**config.mk**
```make
export PLATFORM = sky130hd
export DESIGN_NAME = cla_8
export DESIGN_NICKNAME = d
export VERILOG_FILES = /design/src/rtl/cla_8.sv
export SDC_FILE = /design/constraint.sdc
export NUM_CORES = 1
export LEC_CHECK = 0
export CORE_MARGIN = 1
export CORE_UTILIZATION = 32
export DETAILED_ROUTE_END_ITERATION = 8
export HOLD_SLACK_MARGIN = 0.15
export PLACE_DENSITY = 0.74
export SETUP_SLACK_MARGIN = 0.2
export SLEW_MARGIN = 20
export SYNTH_ARGS = -nofsm -noshare
export SYNTH_HDL_FRONTEND = slang
export SYNTH_SLANG_ARGS = --single-unit
```
**constraint.sdc**
```tcl
create_clock -name clk -period 2.22 [get_ports clk]
set_input_delay 0.444 -clock clk [delete_from_list [all_inputs] [get_ports clk]]
set_output_delay 0.444 -clock clk [all_outputs]
set_load 0.02 [all_outputs]
```
**src/rtl/cla_8.sv**
```systemverilog
// 8-bit two-level carry-lookahead adder: two 4-bit lookahead groups joined by a
// second-level carry unit, with combinational sum/carry plus registered copies.
module cla_8 (
    input  logic       clk,
    input  logic       reset,
    input  logic [7:0] a,
    input  logic [7:0] b,
    input  logic       ci,
    output logic [7:0] s,
    output logic       co,
    output logic       pg,
    output logic       gg,
    output logic [7:0] s_r,
    output logic       co_r
);

    logic [7:0] w_p;
    logic [7:0] w_g;
    logic [7:0] w_c;
    logic [1:0] w_grp_p;
    logic [1:0] w_grp_g;
    logic [1:0] w_grp_cin;
    logic       w_c8;

    assign w_p = a ^ b;
    assign w_g = a & b;

    // Group carry-ins come only from the second-level unit, never from a ripple.
    assign w_grp_cin[0] = ci;
    assign w_grp_cin[1] = w_grp_g[0] | (w_grp_p[0] & ci);

    assign w_c8 = w_grp_g[1] | (w_grp_p[1] & w_grp_g[0])
                | (w_grp_p[1] & w_grp_p[0] & ci);

    for (genvar k = 0; k < 2; k++) begin : g_grp
        logic [3:0] w_gp;
        logic [3:0] w_gg;
        logic       w_c0;

        assign w_gp = w_p[4*k +: 4];
        assign w_gg = w_g[4*k +: 4];
        assign w_c0 = w_grp_cin[k];

        // Every internal carry is a flat sum of products of the group inputs.
        assign w_c[4*k + 0] = w_c0;
        assign w_c[4*k + 1] = w_gg[0] | (w_gp[0] & w_c0);
        assign w_c[4*k + 2] = w_gg[1] | (w_gp[1] & w_gg[0])
                            | (w_gp[1] & w_gp[0] & w_c0);
        assign w_c[4*k + 3] = w_gg[2] | (w_gp[2] & w_gg[1])
                            | (w_gp[2] & w_gp[1] & w_gg[0])
                            | (w_gp[2] & w_gp[1] & w_gp[0] & w_c0);

        assign w_grp_p[k] = &w_gp;
        assign w_grp_g[k] = w_gg[3] | (w_gp[3] & w_gg[2])
                          | (w_gp[3] & w_gp[2] & w_gg[1])
                          | (w_gp[3] & w_gp[2] & w_gp[1] & w_gg[0]);
    end

    assign s  = w_p ^ w_c;
    assign co = w_c8;
    assign pg = w_grp_p[1] & w_grp_p[0];
    assign gg = w_grp_g[1] | (w_grp_p[1] & w_grp_g[0]);

    logic [7:0] r_s;
    logic       r_co;

    always_ff @(posedge clk or posedge reset) begin
        if (reset) begin
            r_s  <= 8'h00;
            r_co <= 1'b0;
        end else begin
            r_s  <= s;
            r_co <= co;
        end
    end

    assign s_r  = r_s;
    assign co_r = r_co;

endmodule

```
# ---- Word-level counts from Yosys, hierarchy flattened
# Cells that the tools add are included.
dict set report totals {
  ff_bits 9
  input_bits 19
}
dict set report op_classes {
  n_bitwise 56
  n_reduce_logical 2
}
# op n
set op_table {}
lappend op_table {{bitwise AND 1 bit} 32}
lappend op_table {{OR 1 bit} 21}
lappend op_table {{XOR 8 bit} 2}
lappend op_table {{bitwise AND 8 bit} 1}
lappend op_table {{AND reduction 4 bit} 2}

# ---- Logic depth before layout (Yosys ltp)
# Gate-level depths: netlist of the first run.
dict set report logic_depth {
  word_depth 9
  ltp_mapped 6
}

# ---- Least setup slack after synthesis of the first run
# OpenSTA, ideal clock, no wires.
dict set report synth_path {
  path_type {in2out}
  from {input port a[1]}
  to {output port s[5]}
  cell_stages 6
  slack_ns -0.339
  t_arrival_ns 2.115
  path_cell_list {ha_1 a211o_1 a21oi_4 nand2_2 fa_1 xor2_1}
}
dict set report synth_between {
  elab_chain_len 8
  word_cells_on_any_way 13
}
# item line_no
set synth_lines {}
lappend synth_lines {{start, declared} 6} ;# input logic [7:0] a,
lappend synth_lines {{bitwise AND 8 bit or XOR 8 bit (tied branches)} {26, 25}}
lappend synth_lines {{bitwise AND 1 bit (on tied branches)} {55, 56}}
lappend synth_lines {{OR 1 bit or bitwise AND 1 bit (tied branches)} {55, 56}}
lappend synth_lines {{OR 1 bit} 56} ;# | (w_gp[3] & w_gp[2] & w_gp[1] & w_gg[0]);
lappend synth_lines {{OR 1 bit (*)} 30} ;# assign w_grp_cin[1] = w_grp_g[0] | (w_grp_p[0] & ci);
lappend synth_lines {{bitwise AND 1 bit (*)} 46} ;# assign w_c[4*k + 1] = w_gg[0] | (w_gp[0] & w_c0);
lappend synth_lines {{OR 1 bit (*)} 46}
lappend synth_lines {{XOR 8 bit (*)} 59} ;# assign s = w_p ^ w_c;
lappend synth_lines {{end, declared} 9} ;# output logic [7:0] s,
# Every way passes the cells marked *; elsewhere a longest branch is shown, timed or not.

# ---- Worst setup path in the final report of the first run
# Same ends and word-level chain as after synthesis.

==> results of run 1 <==
## cells by family (layout without fill, tap and decap cells)
group | Yosys count | in the layout | synth area share
buffers and inverters | 6 | 67 | 0.0359
AOI/OAI and AO/OA | 12 | 12 | 0.192
and+or+nand+nor | 14 | 14 | 0.120
adders and majority gates | 10 | 10 | 0.224
DFF | 9 | 9 | 0.359
xor gates and xnor gates | 5 | 5 | 0.0699
## stage by stage
step	utilization	hold slack, ps
after CTS	0.771	447
after floorplan	-	272
after detailed placement	0.670	726
final	0.812	445
after global routing	0.812	466
after global placement	0.670	715
## state kept, by name, summed over array words and instances (netlist names)
name / flops
co_r: 1
s_r: 8
## worst max-delay path: cells and delay by family
family	cells	cell delay (ps)
AOI/OAI and AO/OA	2	470
xor gates and xnor gates	1	170
adders and majority gates	2	640
buffers and inverters	2	230
and+or+nand+nor	1	90
## Yosys cell counts (2+ instances only)
| master | count | area (um^2) |
|---|---|---|
| and3_1 | 2 | 12.5 |
| ha_1 | 8 | 100 |
| a21oi_1 | 2 | 10.0 |
| nand2_1 | 3 | 11.3 |
| xor2_1 | 3 | 26.3 |
| fa_1 | 2 | 40.0 |
| dfrtp_1 | 9 | 225 |
| xnor2_1 | 2 | 17.5 |
| inv_1 | 6 | 22.5 |
| nor2_1 | 3 | 11.3 |
## routing by layer
metal | wire length (um) | share of wire | GRT usage | vias up
li1 | - | - | - | 317
met4 | 31 | 0.015 | 0.0882 | 0
met3 | 97 | 0.046 | 0.0431 | 4
met5 | 0 | 0 | 0 | -
met2 | 1110 | 0.52 | 0.389 | 25
met1 | 884 | 0.42 | 0.267 | 330
## power by group
part	internal (mW)	total, mW	switching (mW)
registers	0.195	0.203	0.00761
logic	0.281	0.522	0.241
clock network	0.0691	0.124	0.0549
total	0.545	0.849	0.303
## area by class of cell
type	instances	area [um^2]	share of cell area
inverter	6	22.5	0.0156
sequential	9	225	0.156
tap	25	31.3	0.0216
clock buffer	4	26.3	0.0182
timing repair buffer	57	528	0.365
multi-input combinational	41	614	0.424
## worst paths after layout
kind,to,depth (start not counted),from,slack (ps)
setup / recovery,s[5],8,a[1],-280
hold / removal,s_r[7]$_DFF_PP0_,2,reset,450
max in group asynchronous,s_r[4]$_DFF_PP0_,2,reset,1530
min in group clk,s_r[0]$_DFF_PP0_,4,b[0],610
## what timing repair did
action | CTS | global route
pin swaps | 22 | 14
hold buffers | 0 | 0
resized for setup | 134 | 17
buffers inserted | 5 | 1
endpoints found under the setup margin | 13 | 10
==> impl_metrics.toml, run 1 <==
[status]
outcome = "complete, but fails checks"
violations = "negative setup slack"

[sta]
finalCritPeriodShare = 1.12
report.final.slew_viol_count = 0
finalSetupTns_ps = -1120
finalHoldViolCount = 0
worst_pin_slew_ps = 327
min_period_ps = 2500
fin_ws_ps = -277
rsz0062_at_grt = "yes"
setup_viol = 6
relSlewSlack = 0.780
max_freq_ghz = 0.400

[placement]
place_inst = 132
globalplace.congestion = 0.820
port_buffers = 38
placed_area_um2 = 1190
dp_slack_ps = -1120
dp_hpwl_mm = 1.39

[floorplan]
io_pins = 39
die_w_um = 46.3
initial_core_util = 0.352
core_area_um2 = 1780
rows = 15
dieArea_um2 = 2140
die_y_um = 46.3

[critical_path]
crit_top_cell = "buf_6"
cp_max_fo = 3
required_ps = 1780
slowest_stage = "fa_2"
cp-end-kind = "output port"
slowest_delay_ps = 400
cp_cell_sequence = "buf_6, ha_4, a211o_1, a21oi_4, nand2_2, fa_2, xor2_4, buf_6"
arrival_ps = 2050
crit_type = "input pin to output port"
cp-start-kind = "input pin"

[final_layout]
area_growth_pct = 131
nets = 147
fin_area_um2 = 1450
final_common_cell = "buf_4"
final_cells = 142
num_antenna_cells = 0
final_cell_mix = "19 x buf_4, 16 x buf_6, 10 x clkdlybuf4s50_1"
drive_gt1_frac = 0.641
fillers = 98

[clocking]
clk_pin_slew_ps = 60
cts_buffers = 3
cts_tree = "done"
cts-root-buf = "clkbuf_4"
numClockSinks = 9
clockBufferDepth = 2
h-tree-depth = 1

[yosys]
postSynthAreaPerCell_um2 = 11.2
synth_warnings = 0
async_flop_share = 1.00
synth.distinct_cells = 26
syn_inst = 56
synth-seq-cells = 9
syn_area_um2 = 627
synthFlopType = "dfrtp_1"
synth_edf_count = 0
ys_seq_area_frac = 0.359
syn_nets = 85

[global_route]
first_global_vias = 744
grt_overflow_total = 0
antenna_found_initial = 0
grtUsageTotal = 0.224
grt_max_degree = 10
grt_first_pass_wirelength_mm = 3.33

[hold_path]
hp-class = "input pin to async pin"

[routing]
firstDrtPassIters = 4
route.detailed.drc = 0
drt-wirelength-per-cell_um = 15.0
drtIter0Drc = 10
vias_per_cell = 4.76
ant_nets = 0
vias = 676
postRouteWirelength_mm = 2.13

[power_and_ir_drop]
total_power_mw = 0.849
p_per_area_nw_per_um2 = 586
p_leak_nw = 0.638
ir_drop_mv = 0.273

[flow_run]
max_cap_violations = 0
Note: power is estimated with default switching activity, not from simulation.
==> inputs of run 2 (changes only) <==
--- a/config.mk
+++ b/config.mk
@@ -5,7 +5,8 @@
 export SDC_FILE = /design/constraint.sdc
 export NUM_CORES = 1
 export LEC_CHECK = 0
-export CORE_MARGIN = 1
+export CORE_ASPECT_RATIO = 1.1
+export CORE_MARGIN = 2
 export CORE_UTILIZATION = 32
 export DETAILED_ROUTE_END_ITERATION = 8
 export HOLD_SLACK_MARGIN = 0.15
==> impl_metrics.toml, run 2 (synthesized netlist as in run 1, its figures left out) <==
[critical_path]
cp-end-kind = "output port"
cp-start-kind = "input pin"
arrival_ps = 2080
cp_max_fo = 3
required_ps = 1780
crit_type = "input pin to output port"

[sta]
finalHoldViolCount = 0
rsz0062_at_grt = "yes"
setup_viol = 6
max_freq_ghz = 0.396
worst_pin_slew_ps = 383
min_period_ps = 2530
fin_ws_ps = -308
finalSetupTns_ps = -1510
relSlewSlack = 0.742
finalCritPeriodShare = 1.14
report.final.slew_viol_count = 0
hold_slack_ps = 433

[clocking]
cts-root-buf = "clkbuf_4"
numClockSinks = 9
clockBufferDepth = 2
h-tree-depth = 1
cts_tree = "done"
clk_pin_slew_ps = 60
cts_buffers = 3

[placement]
placed_area_um2 = 1220
port_buffers = 38
dp_hpwl_mm = 1.46
globalplace.congestion = 0.744
dp_slack_ps = -1120

[status]
outcome = "complete, but fails checks"
violations = "negative setup slack"

[final_layout]
fillers = 99
drive_gt1_frac = 0.667
area_growth_pct = 131
nets = 153
largest_reg_flops = 8
num_antenna_cells = 0
fin_area_um2 = 1450
final_common_cell = "buf_4"
final_cell_mix = "24 x buf_4, 14 x buf_6, 12 x clkdlybuf4s50_1"

[floorplan]
initial_core_util = 0.344
dieArea_um2 = 2330
core_area_um2 = 1820
io_pins = 39
rows = 16
die_y_um = 50.4
die_w_um = 46.2

[routing]
vias = 679
vias_per_cell = 4.53
firstDrtPassIters = 4
drtIter0Drc = 6
ant_nets = 0
postRouteWirelength_mm = 2.00
route.detailed.drc = 0
drt-wirelength-per-cell_um = 13.3

[power_and_ir_drop]
total_power_mw = 0.850
p_per_area_nw_per_um2 = 587
p_leak_nw = 0.660
ir_drop_mv = 0.365

[global_route]
grt_overflow_total = 0
grtUsageTotal = 0.180
first_global_vias = 666
antenna_found_initial = 0
grt_max_degree = 10
grt_first_pass_wirelength_mm = 3.01

[flow_run]
max_cap_violations = 0

[hold_path]
hp-class = "input pin to async pin"
[run 2: cell count changes in the layout (fill, tap and decap cells not counted), sizes merged]
cell and delta:
buf +6, dlygate4sd2 -2, clkdlybuf4s15 -4, clkbuf +4, clkdlybuf4s50 +2
[run 2: repair_timing]
action | in CTS | in global routing
setup endpoints to repair | 14 | 11
buffers inserted | 6 | 3
hold buffers | 0 | 0
pin swaps | 22 | 16
resized for setup | 121 | 25
[run 2: report_power, final]
group / internal (mW) / leakage (nW) / total [mW] / switching [mW]
clock network: 0.0689 / 0.0150 / 0.120 / 0.0514
registers: 0.195 / 0.105 / 0.203 / 0.00742
logic: 0.289 / 0.540 / 0.527 / 0.238
[run 2: layout make-up]
class	count	area, um^2	area share
Clock buffer	4	26.3	0.0181
Multi-Input combinational cell	41	602	0.415
Tap cell	27	33.8	0.0233
Inverter	6	22.5	0.0155
Timing Repair Buffer	63	539	0.372
Sequential cell	9	225	0.155
[run 2: worst max path at each step]
stage	cells after the start	slack, ps	start	endpoint
2_1_floorplan	6	-70	a[1]	s[5]
3_3_place_gp	8	-1080	a[1]	s[5]
3_5_place_dp	8	-1120	a[1]	s[5]
6_report	8	-310	a[1]	s[5]
5_1_grt	9	-350	a[1]	co
4_1_cts	8	-290	b[1]	s[5]
[run 2: metrics by stage]
step,utilization,std cells
6_report,0.795,150
5_1_grt,0.795,150
4_1_cts,0.758,147
3_5_place_dp,0.670,137
3_3_place_gp,0.670,137
2_1_floorplan,-,56
[run 2: routing by layer]
layer / vias up / routed length [um] / track usage
li1: 329 / - / -
met1: 321 / 793 / 0.221
met2: 23 / 1070 / 0.282
met3: 6 / 78 / 0.0360
met4: 0 / 55 / 0.100
met5: - / 0 / 0
[run 2: worst max-delay path, stage by stage]
cell and delay [ps]:
buf_6 100, ha_4 230, a211o_1 300, a21oi_4 190, nand2_2 90, fa_2 430, xor2_4 170, buf_6 130
